## config.mk

```make
export PLATFORM = sky130hd
export DESIGN_NAME = sp_access_ctrl
export DESIGN_NICKNAME = d
export VERILOG_FILES = /design/src/rtl/sp_pkg.sv /design/src/rtl/sp_dump_fsm.sv /design/src/rtl/sp_access_ctrl.sv
export SDC_FILE = /design/constraint.sdc
export NUM_CORES = 1
export LEC_CHECK = 0
export CORE_AREA = 2 2 134 136
export DETAILED_ROUTE_END_ITERATION = 12
export DIE_AREA = 0 0 136 138
export GPL_ROUTABILITY_DRIVEN = 0
export PLACE_DENSITY = 0.73
export SLEW_MARGIN = 20
export SYNTH_ARGS = -nofsm -noshare
export SYNTH_HDL_FRONTEND = slang
export SYNTH_SLANG_ARGS = --single-unit
```

## constraint.sdc

```tcl
create_clock -name clk_i -period 3.6 [get_ports clk_i]
set_input_delay 0.54 -clock clk_i [delete_from_list [all_inputs] [get_ports clk_i]]
set_output_delay 0.54 -clock clk_i [all_outputs]
set_load 0.02 [all_outputs]
```

## src/rtl/sp_pkg.sv

```systemverilog
// Shared constants and dump FSM state encoding for the result scratchpad
// and its access controller.
package sp_pkg;

  localparam int SP_NTARGETS = 4;
  localparam int DATA_WIDTH  = 32;
  localparam int BUS_WIDTH   = 64;
  localparam int MAX_DIM     = BUS_WIDTH / DATA_WIDTH;
  localparam int N_WORDS     = MAX_DIM * MAX_DIM;
  localparam int ADDR_W      = 2 * $clog2(MAX_DIM);
  localparam int TGT_W       = 2;

  typedef enum logic [1:0] {
    DUMP_IDLE  = 2'd0,
    DUMP_RUN   = 2'd1,
    DUMP_FLUSH = 2'd2
  } dump_state_e;

endpackage

```

## src/rtl/sp_dump_fsm.sv

```systemverilog
// Streams one whole target matrix out of the scratchpad over valid/ready,
// fetching a word only when the arbiter leaves the port free.
module sp_dump_fsm
  import sp_pkg::*;
#(
  parameter int WORD_W    = 64,
  parameter int IDX_W     = 2,
  parameter int NUM_WORDS = 4,
  parameter int TGT_BITS  = 2
) (
  input  logic                clk_i,
  input  logic                rst_ni,
  input  logic                start_i,
  input  logic [TGT_BITS-1:0] target_i,
  input  logic                port_free_i,
  input  logic                ready_i,
  input  logic [WORD_W-1:0]   rdata_i,
  output logic                fetch_o,
  output logic [TGT_BITS-1:0] fetch_target_o,
  output logic [IDX_W-1:0]    fetch_addr_o,
  output logic                busy_o,
  output logic                valid_o,
  output logic [WORD_W-1:0]   data_o,
  output logic                last_o,
  output logic                done_o
);

  localparam logic [IDX_W-1:0] LAST_IDX = IDX_W'(NUM_WORDS - 1);

  dump_state_e         state_q, state_d;
  logic [IDX_W-1:0]    idx_q, idx_d;
  logic [TGT_BITS-1:0] tgt_q, tgt_d;
  logic                valid_q, valid_d;
  logic [WORD_W-1:0]   data_q, data_d;
  logic                last_q, last_d;
  logic                fetch;
  logic                done;
  logic                accept;

  assign accept = valid_q & ready_i;

  always_comb begin
    state_d = state_q;
    idx_d   = idx_q;
    tgt_d   = tgt_q;
    valid_d = valid_q;
    data_d  = data_q;
    last_d  = last_q;
    fetch   = 1'b0;
    done    = 1'b0;
    unique case (state_q)
      DUMP_IDLE: begin
        if (start_i) begin
          state_d = DUMP_RUN;
          tgt_d   = target_i;
          idx_d   = '0;
        end
      end
      DUMP_RUN: begin
        // Output register may reload in the same cycle its word is taken.
        fetch = port_free_i & (~valid_q | ready_i);
        if (fetch) begin
          data_d  = rdata_i;
          valid_d = 1'b1;
          last_d  = (idx_q == LAST_IDX);
          if (idx_q == LAST_IDX) begin
            idx_d   = '0;
            state_d = DUMP_FLUSH;
          end else begin
            idx_d = idx_q + 1'b1;
          end
        end else if (accept) begin
          valid_d = 1'b0;
        end
      end
      DUMP_FLUSH: begin
        if (accept) begin
          valid_d = 1'b0;
          last_d  = 1'b0;
          if (last_q) begin
            done    = 1'b1;
            state_d = DUMP_IDLE;
          end
        end
      end
      default: state_d = DUMP_IDLE;
    endcase
  end

  always_ff @(posedge clk_i or negedge rst_ni) begin
    if (!rst_ni) begin
      state_q <= DUMP_IDLE;
      idx_q   <= '0;
      tgt_q   <= '0;
      valid_q <= 1'b0;
      data_q  <= '0;
      last_q  <= 1'b0;
    end else begin
      state_q <= state_d;
      idx_q   <= idx_d;
      tgt_q   <= tgt_d;
      valid_q <= valid_d;
      data_q  <= data_d;
      last_q  <= last_d;
    end
  end

  assign fetch_o        = fetch;
  assign fetch_target_o = tgt_q;
  assign fetch_addr_o   = idx_q;
  assign busy_o         = (state_q != DUMP_IDLE);
  assign valid_o        = valid_q;
  assign data_o         = data_q;
  assign last_o         = last_q;
  assign done_o         = done;

endmodule

```

## src/rtl/sp_access_ctrl.sv

```systemverilog
// Single-port scratchpad scheduler: engine writes beat host reads, which
// beat dump fetches; host read data is registered for one cycle.
module sp_access_ctrl #(
  parameter  int SP_NTARGETS = 4,
  parameter  int DATA_WIDTH  = 32,
  parameter  int BUS_WIDTH   = 64,
  localparam int MAX_DIM     = BUS_WIDTH / DATA_WIDTH,
  localparam int N_WORDS     = MAX_DIM * MAX_DIM,
  localparam int ADDR_W      = 2 * $clog2(MAX_DIM),
  localparam int TGT_W       = (SP_NTARGETS > 1) ? $clog2(SP_NTARGETS) : 1
) (
  input  logic                 clk_i,
  input  logic                 rst_ni,
  input  logic                 eng_wr_req_i,
  input  logic [TGT_W-1:0]     eng_wr_target_i,
  input  logic [ADDR_W-1:0]    eng_wr_addr_i,
  input  logic [BUS_WIDTH-1:0] eng_wr_data_i,
  input  logic                 host_rd_req_i,
  input  logic [TGT_W-1:0]     host_rd_target_i,
  input  logic [ADDR_W-1:0]    host_rd_addr_i,
  output logic                 host_rd_gnt_o,
  output logic                 host_rd_valid_o,
  output logic [BUS_WIDTH-1:0] host_rd_data_o,
  input  logic                 dump_start_i,
  input  logic [TGT_W-1:0]     dump_target_i,
  output logic                 dump_busy_o,
  output logic                 dump_valid_o,
  input  logic                 dump_ready_i,
  output logic [BUS_WIDTH-1:0] dump_data_o,
  output logic                 dump_last_o,
  output logic                 dump_done_o,
  output logic                 sp_we_o,
  output logic [TGT_W-1:0]     sp_target_o,
  output logic [ADDR_W-1:0]    sp_addr_o,
  output logic [BUS_WIDTH-1:0] sp_wdata_o,
  input  logic [BUS_WIDTH-1:0] sp_rdata_i
);

  logic                 host_gnt;
  logic                 port_free;
  logic                 dump_fetch;
  logic [TGT_W-1:0]     dump_fetch_target;
  logic [ADDR_W-1:0]    dump_fetch_addr;
  logic                 host_valid_q, host_valid_d;
  logic [BUS_WIDTH-1:0] host_data_q, host_data_d;

  assign host_gnt  = host_rd_req_i & ~eng_wr_req_i;
  assign port_free = ~eng_wr_req_i & ~host_rd_req_i;

  sp_dump_fsm #(
    .WORD_W   (BUS_WIDTH),
    .IDX_W    (ADDR_W),
    .NUM_WORDS(N_WORDS),
    .TGT_BITS (TGT_W)
  ) u_dump_fsm (
    .clk_i         (clk_i),
    .rst_ni        (rst_ni),
    .start_i       (dump_start_i),
    .target_i      (dump_target_i),
    .port_free_i   (port_free),
    .ready_i       (dump_ready_i),
    .rdata_i       (sp_rdata_i),
    .fetch_o       (dump_fetch),
    .fetch_target_o(dump_fetch_target),
    .fetch_addr_o  (dump_fetch_addr),
    .busy_o        (dump_busy_o),
    .valid_o       (dump_valid_o),
    .data_o        (dump_data_o),
    .last_o        (dump_last_o),
    .done_o        (dump_done_o)
  );

  always_comb begin
    sp_we_o     = 1'b0;
    sp_target_o = '0;
    sp_addr_o   = '0;
    sp_wdata_o  = '0;
    if (eng_wr_req_i) begin
      sp_we_o     = 1'b1;
      sp_target_o = eng_wr_target_i;
      sp_addr_o   = eng_wr_addr_i;
      sp_wdata_o  = eng_wr_data_i;
    end else if (host_gnt) begin
      sp_target_o = host_rd_target_i;
      sp_addr_o   = host_rd_addr_i;
    end else if (dump_fetch) begin
      sp_target_o = dump_fetch_target;
      sp_addr_o   = dump_fetch_addr;
    end
  end

  always_comb begin
    host_valid_d = host_gnt;
    host_data_d  = host_gnt ? sp_rdata_i : host_data_q;
  end

  always_ff @(posedge clk_i or negedge rst_ni) begin
    if (!rst_ni) begin
      host_valid_q <= 1'b0;
      host_data_q  <= '0;
    end else begin
      host_valid_q <= host_valid_d;
      host_data_q  <= host_data_d;
    end
  end

  assign host_rd_gnt_o   = host_gnt;
  assign host_rd_valid_o = host_valid_q;
  assign host_rd_data_o  = host_data_q;

endmodule
```

==> impl_metrics.toml <==
[setup_path]
critPathLaunchType = "primary input"
worst_r2r_startpoint = "u_dump_fsm.state_q[1]$_DFFE_PN0P_"
endpoint_kind = "output port"
r2r_end = "u_dump_fsm.data_o[8]$_DFFE_PN0N_"
rr_worst_depth = 5
worst-setup-path-type = "in2out"
cp.arrival_ps = 2490
cp.required_ps = 3060
rrSetupSlack_ps = 1540
crit_fanout = 68

[floorplanning]
fp-row-count = 49
start_util_pct = 33.3
core-area_um2 = 17500
die_area_um2 = 18800
die_width_um = 136
ios = 347
die_h_um = 138

[clocking]
clk_path_buf_depth = 2
clk_pin_slew_ps = 60
ctsHoldBuffers = 0
post_cts_buffers = 0
root_buffer = "clkbuf_16"
cts_tree = "yes"
numCtsBuffers = 17
clock_sinks = 137
cts_resized = 0
htree_levels = 4
clkLatencyLatePin_ps = 410

[flow_run]
maxCapViolCount = 0

[global_routing]
antenna_found_initial = 0
first_global_vias = 5036
grt_overflow = 0
grtUsageTotal_pct = 19.9
grt_max_degree = 81
grt_pass1_wl_um = 29000

[pwr]
powerDensity_nw_per_um2 = 686
p_comb_share_pct = 40.6
power_mw = 6.97
swShare_pct = 32.4
p_switching_mw = 2.26
power.internal_mw = 4.71
sequentialPowerShare_pct = 32.9
ir_drop_mv = 0.463
p_clk_share_pct = 26.6
leakagePower_nw = 4.54

[place]
dp_hpwl_um = 13600
io_buffer_count = 346

[synthesis]
synth_top_area_cell = "dfrtp_1"
async_flop_share_pct = 100
ys_ff_latch = 137
synth.most_common_cell = "nand2_1"
synth_seq_area_share_pct = 58.6
synth_cell_types = 33
synth.cells.most_frequent = "197 x nand2_1, 137 x dfrtp_1, 65 x and2_1, 50 x mux2_2"
synth_nets = 691
synth_top_cell_area_share_pct = 58.6
synth_area_per_cell_um2 = 10.8
synth_ff_type = "dfrtp_1"
synth_edf_count = 0
synth_area_um2 = 5850
synthTopCellsByArea = "dfrtp_1 59%, nand2_1 13%, mux2_2 9.6%"
yosysWarnings = 0
syn_inst = 543

[timing]
drv_slew = 0
slew_headroom_pct = 50.5
hold_violations = 0
setup_viol = 0
rsz0062_at_grt = "false"
finalCritPeriodShare_pct = 84.2
skew_ps = 7.74
setup_tns_ps = 0
fmax_ghz = 0.330
layout_min_cycle_time_ps = 3030
tightestPinTransition_ps = 742

[drt]
first_pass_iters = 4
antenna_left = 0
wl_per_cell_um = 16.5
vias = 5047
drc_errors = 0
routed_via_density = 4.47
totalWireLength_um = 18600
dr.first_iter.drc_count = 279

[final_layout]
diodes = 0
areaGrowthSynthToFinish_pct = 73.8
layout.nets = 1035
drive_above_1_share_pct = 12.6

[worst_hold_path]
hp-class = "in2async"

[outcome]
status = "completed"
-- flip-flops by register name, indices dropped and copies added (netlist names) --
signal and cells:
u_dump_fsm.fetch_addr_o 2, u_dump_fsm.data_o 64, u_dump_fsm.fetch_target_o 2, host_rd_data_o 64, u_dump_fsm.state_q 2, host_rd_valid_o 1
u_dump_fsm.last_o 1, u_dump_fsm.valid_o 1
-- stage by stage --
step	hold WS (ps)	instances	setup WS, ps	cell area [µm²]	utilization, %
floorplan	244	543	1450	5850	-
detailed placement	461	1097	623	9530	54.3
finish	160	1129	569	10200	58.0
global placement	457	1097	643	9530	54.3
CTS	190	1129	608	10200	58.0
global route	216	1129	431	10200	58.0
-- critical path, stage by stage --
cell and delay, ps:
clkdlybuf4s50_1 530, buf_4 440, a222oi_1 200, inv_1 90, clkdlybuf4s50_1 650
-- final cells by class --
| type | instances | area, µm² |
|---|---|---|
| clock buffer | 18 | 439 |
| clock inverter | 14 | 196 |
| fill | 1515 | 7370 |
| inverter | 11 | 41.3 |
| multi-input combinational | 365 | 2240 |
| sequential | 137 | 3430 |
| tap | 229 | 287 |
| timing repair buffer | 355 | 3530 |
-- metal layers --
metal	GRT usage [%]	wire length [µm]
met4	6.41	327
met5	0	0
met1	27.4	8530
met3	5.83	1200
met2	30.1	8590
-- worst max-delay path by stage --
stage	start	endpoint	cells past startpoint
floorplan	dump_ready_i	sp_addr_o[0]	7
global placement	eng_wr_req_i	sp_addr_o[0]	5
detailed placement	eng_wr_req_i	sp_addr_o[0]	5
CTS	eng_wr_req_i	sp_addr_o[0]	5
global route	eng_wr_req_i	sp_target_o[0]	5
finish	eng_wr_req_i	sp_target_o[0]	5
-- cells by family after synthesis --
logic type / synth area share (%)
flops: 58.6
simple gates: 21.2
buf+inv: 3.21
fa+ha+maj: 0.856
compound gates: 2.20
mux: 13.9
-- cell usage in the layout, fill, tap and decap left out, drive strengths merged, types with 2 or more instances in the layout --
cell type,instances
nor2b,2
buf,10
mux2,66
a21oi,2
clkinvlp,2
clkbuf,18
o21ai,3
inv,13
a21boi,2
bufinv,4
nand3,3
nand2,197
nand2b,2
nand4,2
clkdlybuf4s50,345
ha,4
clkinv,6
dfrtp,137
and2,65
nor2,4
a222oi,4
-- power groups by stage --
| stage | Combinational [mW] | Sequential, mW | Clock [mW] |
|---|---|---|---|
| 3_3_place_gp | 2.82 | 2.30 | 0 |
| 4_1_cts | 2.86 | 2.30 | 1.90 |
| 6_report | 2.83 | 2.29 | 1.85 |
| 2_1_floorplan | 0.831 | 2.88 | 0 |
| 5_1_grt | 2.98 | 2.35 | 1.97 |
| 3_5_place_dp | 2.84 | 2.32 | 0 |
Note: power is estimated with default switching activity, not from simulation.
